--- config.mk ---
export PLATFORM = sky130hd
export DESIGN_NAME = conv_mac_sequencer
export DESIGN_NICKNAME = d
export VERILOG_FILES = /design/src/rtl/conv_pkg.sv /design/src/rtl/conv_addr_gen.sv /design/src/rtl/conv_mac_sequencer.sv
export SDC_FILE = /design/constraint.sdc
export NUM_CORES = 1
export LEC_CHECK = 0
export BUFFER_PORTS_ARGS = -buffer_cell sky130_fd_sc_hd__buf_4
export CAP_MARGIN = 25
export CORE_AREA = 2 2 77 152
export CTS_BUF_LIST = sky130_fd_sc_hd__clkbuf_8
export CTS_CLUSTER_SIZE = 8
export DETAILED_ROUTE_END_ITERATION = 7
export DIE_AREA = 0 0 79 154
export GPL_ROUTABILITY_DRIVEN = 0
export PLACE_DENSITY = 0.41
export SYNTH_ARGS = -nofsm -noshare
export SYNTH_HDL_FRONTEND = slang
export SYNTH_SLANG_ARGS = --single-unit
export TNS_END_PERCENT = 100
--- constraint.sdc ---
create_clock -name CLK -period 12 [get_ports CLK]
set_clock_uncertainty 0.05 [all_clocks]
set_input_delay 1.2 -clock CLK [delete_from_list [all_inputs] [get_ports CLK]]
set_output_delay 1.2 -clock CLK [all_outputs]
set_load 0.02 [all_outputs]
--- src/rtl/conv_pkg.sv ---
// ---------------------------------------------------------------------------
// conv_pkg
// Shared types and constants for the 3x3-kernel / 4x4-image valid-mode
// convolution sequencer.
//   state_t   : sequencer FSM states
//   IMG_DIM   : image side length (pixels)
//   K_DIM     : kernel side length
//   OUT_DIM   : output map side length (valid-mode convolution)
//   DATA_W    : pixel / kernel word width
//   ACC_W     : accumulator and result width (9 * 15 * 15 = 2025 fits)
// ---------------------------------------------------------------------------
package conv_pkg;

  localparam int IMG_DIM = 4;
  localparam int K_DIM   = 3;
  localparam int OUT_DIM = IMG_DIM - K_DIM + 1;
  localparam int DATA_W  = 4;
  localparam int ACC_W   = 11;
  localparam int PROD_W  = 2 * DATA_W;
  localparam int ADDR_W  = 4;

  // Kernel row/column counters span 0..2, output row/column counters 0..1.
  localparam int K_IDX_W = 2;
  localparam int O_IDX_W = 1;

  localparam logic [K_IDX_W-1:0] K_LAST = K_IDX_W'(K_DIM - 1);
  localparam logic [O_IDX_W-1:0] O_LAST = O_IDX_W'(OUT_DIM - 1);

  typedef enum logic [1:0] {
    IDLE = 2'd0,
    MAC  = 2'd1,
    EMIT = 2'd2,
    DONE = 2'd3
  } state_t;

endpackage

--- src/rtl/conv_addr_gen.sv ---
// ---------------------------------------------------------------------------
// conv_addr_gen
// Combinational address generator. Maps the kernel position (k_row, k_col)
// and the output pixel (o_row, o_col) onto the kernel ROM address and the
// row-major image store address.
//   k_row, k_col  in  kernel row / column (0..2)
//   o_row, o_col  in  output row / column (0..1)
//   kernel_addr   out k_row*3 + k_col
//   pixel_addr    out (o_row+k_row)*4 + (o_col+k_col)
// ---------------------------------------------------------------------------
module conv_addr_gen
  import conv_pkg::*;
(
  input  logic [K_IDX_W-1:0] k_row,
  input  logic [K_IDX_W-1:0] k_col,
  input  logic [O_IDX_W-1:0] o_row,
  input  logic [O_IDX_W-1:0] o_col,
  output logic [ADDR_W-1:0]  kernel_addr,
  output logic [ADDR_W-1:0]  pixel_addr
);

  logic [ADDR_W-1:0] k_row_ext;
  logic [ADDR_W-1:0] k_col_ext;
  logic [ADDR_W-1:0] img_row;
  logic [ADDR_W-1:0] img_col;

  // Multiplies by 3 and 4 are built from a shift plus add so no multiplier,
  // divider or modulo is ever inferred.
  always_comb begin
    k_row_ext   = {2'b00, k_row};
    k_col_ext   = {2'b00, k_col};
    img_row     = {3'b000, o_row} + k_row_ext;
    img_col     = {3'b000, o_col} + k_col_ext;
    kernel_addr = (k_row_ext << 1) + k_row_ext + k_col_ext;
    pixel_addr  = (img_row << 2) + img_col;
  end

endmodule

--- src/rtl/conv_mac_sequencer.sv ---
// ---------------------------------------------------------------------------
// conv_mac_sequencer
// Walks one valid-mode 3x3 convolution over a 4x4 image, producing the 2x2
// output map in order (0,0), (0,1), (1,0), (1,1). Each output pixel takes 9
// MAC cycles and one EMIT cycle; a DONE strobe closes the frame.
//   CLK          in  clock, rising edge
//   CLR          in  synchronous active-high reset
//   start        in  begin a frame (only honoured in IDLE)
//   kernel_addr  out kernel ROM address (0 outside MAC)
//   kernel_data  in  kernel word, combinational read of kernel_addr
//   pixel_addr   out image store address (0 outside MAC)
//   pixel_data   in  pixel word, combinational read of pixel_addr
//   result       out last completed output pixel
//   result_idx   out {o_row, o_col} of result
//   result_valid out one-cycle strobe while the new result is presented
//   busy         out frame in progress
//   done         out one-cycle strobe after the fourth result
// ---------------------------------------------------------------------------
module conv_mac_sequencer
  import conv_pkg::*;
(
  input  logic              CLK,
  input  logic              CLR,
  input  logic              start,
  output logic [ADDR_W-1:0] kernel_addr,
  input  logic [DATA_W-1:0] kernel_data,
  output logic [ADDR_W-1:0] pixel_addr,
  input  logic [DATA_W-1:0] pixel_data,
  output logic [ACC_W-1:0]  result,
  output logic [1:0]        result_idx,
  output logic              result_valid,
  output logic              busy,
  output logic              done
);

  state_t state_q, state_d;

  logic [K_IDX_W-1:0] k_row_q, k_row_d;
  logic [K_IDX_W-1:0] k_col_q, k_col_d;
  logic [O_IDX_W-1:0] o_row_q, o_row_d;
  logic [O_IDX_W-1:0] o_col_q, o_col_d;

  logic [ACC_W-1:0]  acc_q, acc_d;
  logic [ACC_W-1:0]  result_q, result_d;
  logic [1:0]        result_idx_q, result_idx_d;
  logic              result_valid_q, result_valid_d;
  logic              busy_q, busy_d;
  logic              done_q, done_d;
  logic [ADDR_W-1:0] kernel_addr_q, kernel_addr_d;
  logic [ADDR_W-1:0] pixel_addr_q, pixel_addr_d;

  logic [PROD_W-1:0] prod;
  logic [ADDR_W-1:0] gen_kernel_addr;
  logic [ADDR_W-1:0] gen_pixel_addr;

  // Addresses are generated from the next-cycle counters and registered, so
  // the ROM data seen in a MAC cycle always belongs to that cycle's k.
  conv_addr_gen u_addr_gen (
    .k_row       (k_row_d),
    .k_col       (k_col_d),
    .o_row       (o_row_d),
    .o_col       (o_col_d),
    .kernel_addr (gen_kernel_addr),
    .pixel_addr  (gen_pixel_addr)
  );

  assign prod = {{DATA_W{1'b0}}, kernel_data} * {{DATA_W{1'b0}}, pixel_data};

  // Next-state, counter and datapath logic. result/result_idx/result_valid
  // are loaded on the edge that enters EMIT so they are presented during
  // the EMIT cycle itself; likewise done is loaded on the edge into DONE.
  always_comb begin
    state_d        = state_q;
    k_row_d        = k_row_q;
    k_col_d        = k_col_q;
    o_row_d        = o_row_q;
    o_col_d        = o_col_q;
    acc_d          = acc_q;
    result_d       = result_q;
    result_idx_d   = result_idx_q;
    result_valid_d = 1'b0;
    done_d         = 1'b0;

    case (state_q)
      IDLE: begin
        if (start) begin
          state_d = MAC;
          k_row_d = '0;
          k_col_d = '0;
          o_row_d = '0;
          o_col_d = '0;
        end
      end

      MAC: begin
        // The first tap overwrites the accumulator, so no clear cycle is
        // needed between output pixels.
        if (k_row_q == '0 && k_col_q == '0) begin
          acc_d = {{(ACC_W-PROD_W){1'b0}}, prod};
        end else begin
          acc_d = acc_q + {{(ACC_W-PROD_W){1'b0}}, prod};
        end

        if (k_col_q == K_LAST) begin
          k_col_d = '0;
          if (k_row_q == K_LAST) begin
            k_row_d        = '0;
            state_d        = EMIT;
            result_d       = acc_d;
            result_idx_d   = {o_row_q, o_col_q};
            result_valid_d = 1'b1;
          end else begin
            k_row_d = k_row_q + 1'b1;
          end
        end else begin
          k_col_d = k_col_q + 1'b1;
        end
      end

      EMIT: begin
        if (o_row_q == O_LAST && o_col_q == O_LAST) begin
          state_d = DONE;
          done_d  = 1'b1;
        end else begin
          state_d = MAC;
          if (o_col_q == O_LAST) begin
            o_col_d = '0;
            o_row_d = o_row_q + 1'b1;
          end else begin
            o_col_d = o_col_q + 1'b1;
          end
        end
      end

      DONE: begin
        state_d = IDLE;
      end

      default: begin
        state_d = IDLE;
      end
    endcase

    busy_d        = (state_d != IDLE);
    kernel_addr_d = (state_d == MAC) ? gen_kernel_addr : '0;
    pixel_addr_d  = (state_d == MAC) ? gen_pixel_addr  : '0;
  end

  // State register; CLR returns everything to its idle values on the next
  // edge, which also suppresses any strobe for an aborted frame.
  always_ff @(posedge CLK) begin
    if (CLR) begin
      state_q        <= IDLE;
      k_row_q        <= '0;
      k_col_q        <= '0;
      o_row_q        <= '0;
      o_col_q        <= '0;
      acc_q          <= '0;
      result_q       <= '0;
      result_idx_q   <= '0;
      result_valid_q <= 1'b0;
      busy_q         <= 1'b0;
      done_q         <= 1'b0;
      kernel_addr_q  <= '0;
      pixel_addr_q   <= '0;
    end else begin
      state_q        <= state_d;
      k_row_q        <= k_row_d;
      k_col_q        <= k_col_d;
      o_row_q        <= o_row_d;
      o_col_q        <= o_col_d;
      acc_q          <= acc_d;
      result_q       <= result_d;
      result_idx_q   <= result_idx_d;
      result_valid_q <= result_valid_d;
      busy_q         <= busy_d;
      done_q         <= done_d;
      kernel_addr_q  <= kernel_addr_d;
      pixel_addr_q   <= pixel_addr_d;
    end
  end

  assign kernel_addr  = kernel_addr_q;
  assign pixel_addr   = pixel_addr_q;
  assign result       = result_q;
  assign result_idx   = result_idx_q;
  assign result_valid = result_valid_q;
  assign busy         = busy_q;
  assign done         = done_q;

endmodule

==> reports/qor.txt <==
Worst-Margin Slew = 602 ps
post-place instance area = 3040 um2
Slew Limit Fails = 0
startpoint types = primary input
status = finished, final reports clean
clk sinks = 43
Critical Path End Type = flop
PortBufs = 34
vias = 2256
FF-to-FF End = kernel_addr[2]$_SDFF_PP0_
Min-Delay Path Depth = 2
initial DRC count = 68
VDD IR max = 0.0000435 V
num rows = 54
Area Overhead vs Synth = 18.5%
YS warnings = 0
Die Span Y = 154 um
Post-CTS Resized = 0
Leak = 1.38 nW
slowest cell delay on critical path = 640 ps
Final min period = 4810 ps
reg-to-reg slack, setup = 9320 ps
CTS clk-pin slew, worst paths = 90 ps
Worst Path Arrival = 4940 ps
CTS tree = done
initial core utilization = 24.4%
GRT Total Usage = 11.7%
largest net degree at the start of global routing = 39
Mapped Cells = 302
layout cell share with drive strength beyond 1 = 15.1%
Synth Register Bits = 43
sequential-to-total area share from yosys stat = 32.2%
FF-to-FF Start = state_q[1]$_SDFF_PP0_
final wirelength = 6580 um
cts hold-fix bufs = 0
design area = 3160 um2
Crit-path slowest cell = or4b_2
DP HPWL = 5160 um
vias in the first global route = 2314
EDFF count, synth = 0
Clk Latency, worst-skew pair = 300 ps
detailed-route vias per instance = 4.78
Met1 Wirelength = 2450 um
setup tns final = 0 ps
clock buffer depth = 2
Period Utilization, post-route = 40.1%
initial antenna violation count = 0
Root Driver = clkbuf_8
DR WL/cell = 13.9 um
Hold EP = result_idx[1]$_SDFFE_PP0P_
Hold Crit Class = reg2reg
ys async rst share = 0%
synth unique cells = 55
TritonRoute pass-1 iters = 4
critical path required time = 12130 ps
metal3 WL = 208 um
Most Frequent Cell on Critical Path = fa_1
uppermost layer routed = met4
Die X = 79 um
Hold Path Origin = result_idx[1]$_SDFFE_PP0P_
pwr/cell area = 113 nW/um2
n_diodes = 0
WS Path Type = in2reg
average cell area after synthesis = 8.84 um2
# IOs = 35
htree depth = 2
Fillers = 1212
RSZ-0062 raised after global routing = no
gr ovfl total = 0
Worst slew margin = 59.5%
mapped cell area = 2670 um2
total CTS buffers = 5
Post-CTS Setup Bufs = 0
Die ar. = 12200 um2
most frequent cells in the layout = dfxtp_1 (43), buf_4 (37), nor2_1 (30)
crit-path max FO = 5
first-pass GRT wire length = 11300 um
Antenna Nets Post-Route = 0
setup violators final = 0
Final Hold Fails = 0
commonest non-fill, non-tap cell in the layout = dfxtp_1
Core Box Area = 10900 um2
R2R cell count = 7
max-cap viol count = 0
wire length on met2 = 3720 um
Max Freq = 0.208 GHz
Main synth FF type = dfxtp_1
Net Count, Synth = 346
DRC viols = 0
ordered list of cells on the worst path = buf_4 > nand2_1 > fa_1 > inv_1 > fa_1 > inv_1 > fa_1 > xnor2_1 > ha_1 > a21o_1 > a31o_2 > or4b_2 > nand3_1 > a311oi_1
final net count = 375
cells by family after synthesis:
logic type / synth area share (%)
AOI/OAI and AO/OA: 17.4
buffers and inverters: 3.66
adders and majority gates: 17.4
xor gates and xnor gates: 2.62
and+or+nand+nor: 24.7
DFF: 32.2
muxes: 1.92
worst max-delay path: cells and delay by family:
family	cells	cell delay (ps)
fa+ha+maj	4	1890
buf+inv	3	210
compound gates	3	580
xor+xnor	1	270
simple gates	3	800
power breakdown:
group | internal (W) | switching [W] | total (W)
Clock | 0.0000621 | 0.0000556 | 0.000118
Sequential | 0.000147 | 0.00000339 | 0.000150
Combinational | 0.0000377 | 0.0000522 | 0.0000899
Total | 0.000246 | 0.000111 | 0.000358
per-stage QoR:
step | power, W | setup WS [ps] | util (%) | hold WS, ps | instances
3_3_place_gp | 0.000243 | 6820 | 27.8 | 397 | 463
6_report | 0.000358 | 7190 | 28.9 | 410 | 472
5_1_grt | 0.000383 | 6860 | 28.9 | 431 | 472
3_5_place_dp | 0.000244 | 6820 | 27.8 | 404 | 463
2_1_floorplan | 0.000220 | 7150 | - | 391 | 302
4_1_cts | 0.000363 | 7150 | 28.8 | 417 | 471
routing by layer:
layer	GRT usage [%]	vias up
li1	-	1140
met1	11.5	1061
met2	22.7	43
met3	1.76	12
met4	5.91	0
met5	0	-
Yosys cell counts, types with 3 or more instances:
cell | instances | area, um2
a21o_1 | 4 | 30.0
mux2i_1 | 4 | 40.0
o21ai_0 | 10 | 50.1
and2_1 | 14 | 87.6
inv_1 | 7 | 26.3
a211oi_1 | 13 | 97.6
clkbuf_1 | 10 | 37.5
or3_1 | 3 | 18.8
nand3_1 | 5 | 25.0
a22o_1 | 5 | 43.8
nor3_1 | 4 | 20.0
nand2b_1 | 6 | 37.5
nand2_1 | 23 | 86.3
a31oi_1 | 4 | 25.0
fa_1 | 7 | 140
dfxtp_1 | 43 | 861
a21oi_1 | 19 | 95.1
xnor2_1 | 7 | 61.3
nor2_1 | 30 | 113
nor2b_1 | 8 | 50.1
ha_1 | 26 | 325
and3_1 | 10 | 62.6
sequential cells by signal, summed over array words and instances, names as in the netlist:
name / flops
kernel_addr: 4
result_idx: 2
state_q: 2
result_valid: 1
busy: 1
pixel_addr: 4
done: 1
k_row_q: 2
o_col_q: 1
acc_q: 11
k_col_q: 2
o_row_q: 1
result: 11
worst max-delay path by stage:
stage / start / end / slack (ps) / depth (start not counted)
global placement: pixel_data[3] / result[7]$_SDFFE_PP0P_ / 6820 / 14
CTS: pixel_data[3] / acc_q[7]$_SDFFE_PP0P_ / 7150 / 14
global route: kernel_data[0] / result[9]$_SDFFE_PP0P_ / 6860 / 16
detailed placement: pixel_data[3] / acc_q[7]$_SDFFE_PP0P_ / 6820 / 14
finish: pixel_data[3] / acc_q[7]$_SDFFE_PP0P_ / 7190 / 14
floorplan: kernel_data[0] / acc_q[7]$_SDFFE_PP0P_ / 7150 / 14
cell type report:
class	count	area [um2]	area share (%)
Timing Repair Buffer	37	278	8.78
Sequential cell	43	861	27.2
Multi-Input combinational cell	237	1710	54.1
Clock buffer	5	68.8	2.17
Inverter	7	26.3	0.830
Tap cell	140	175	5.54
Clock inverter	3	43.8	1.38
Power figures use the tool's default switching activity.
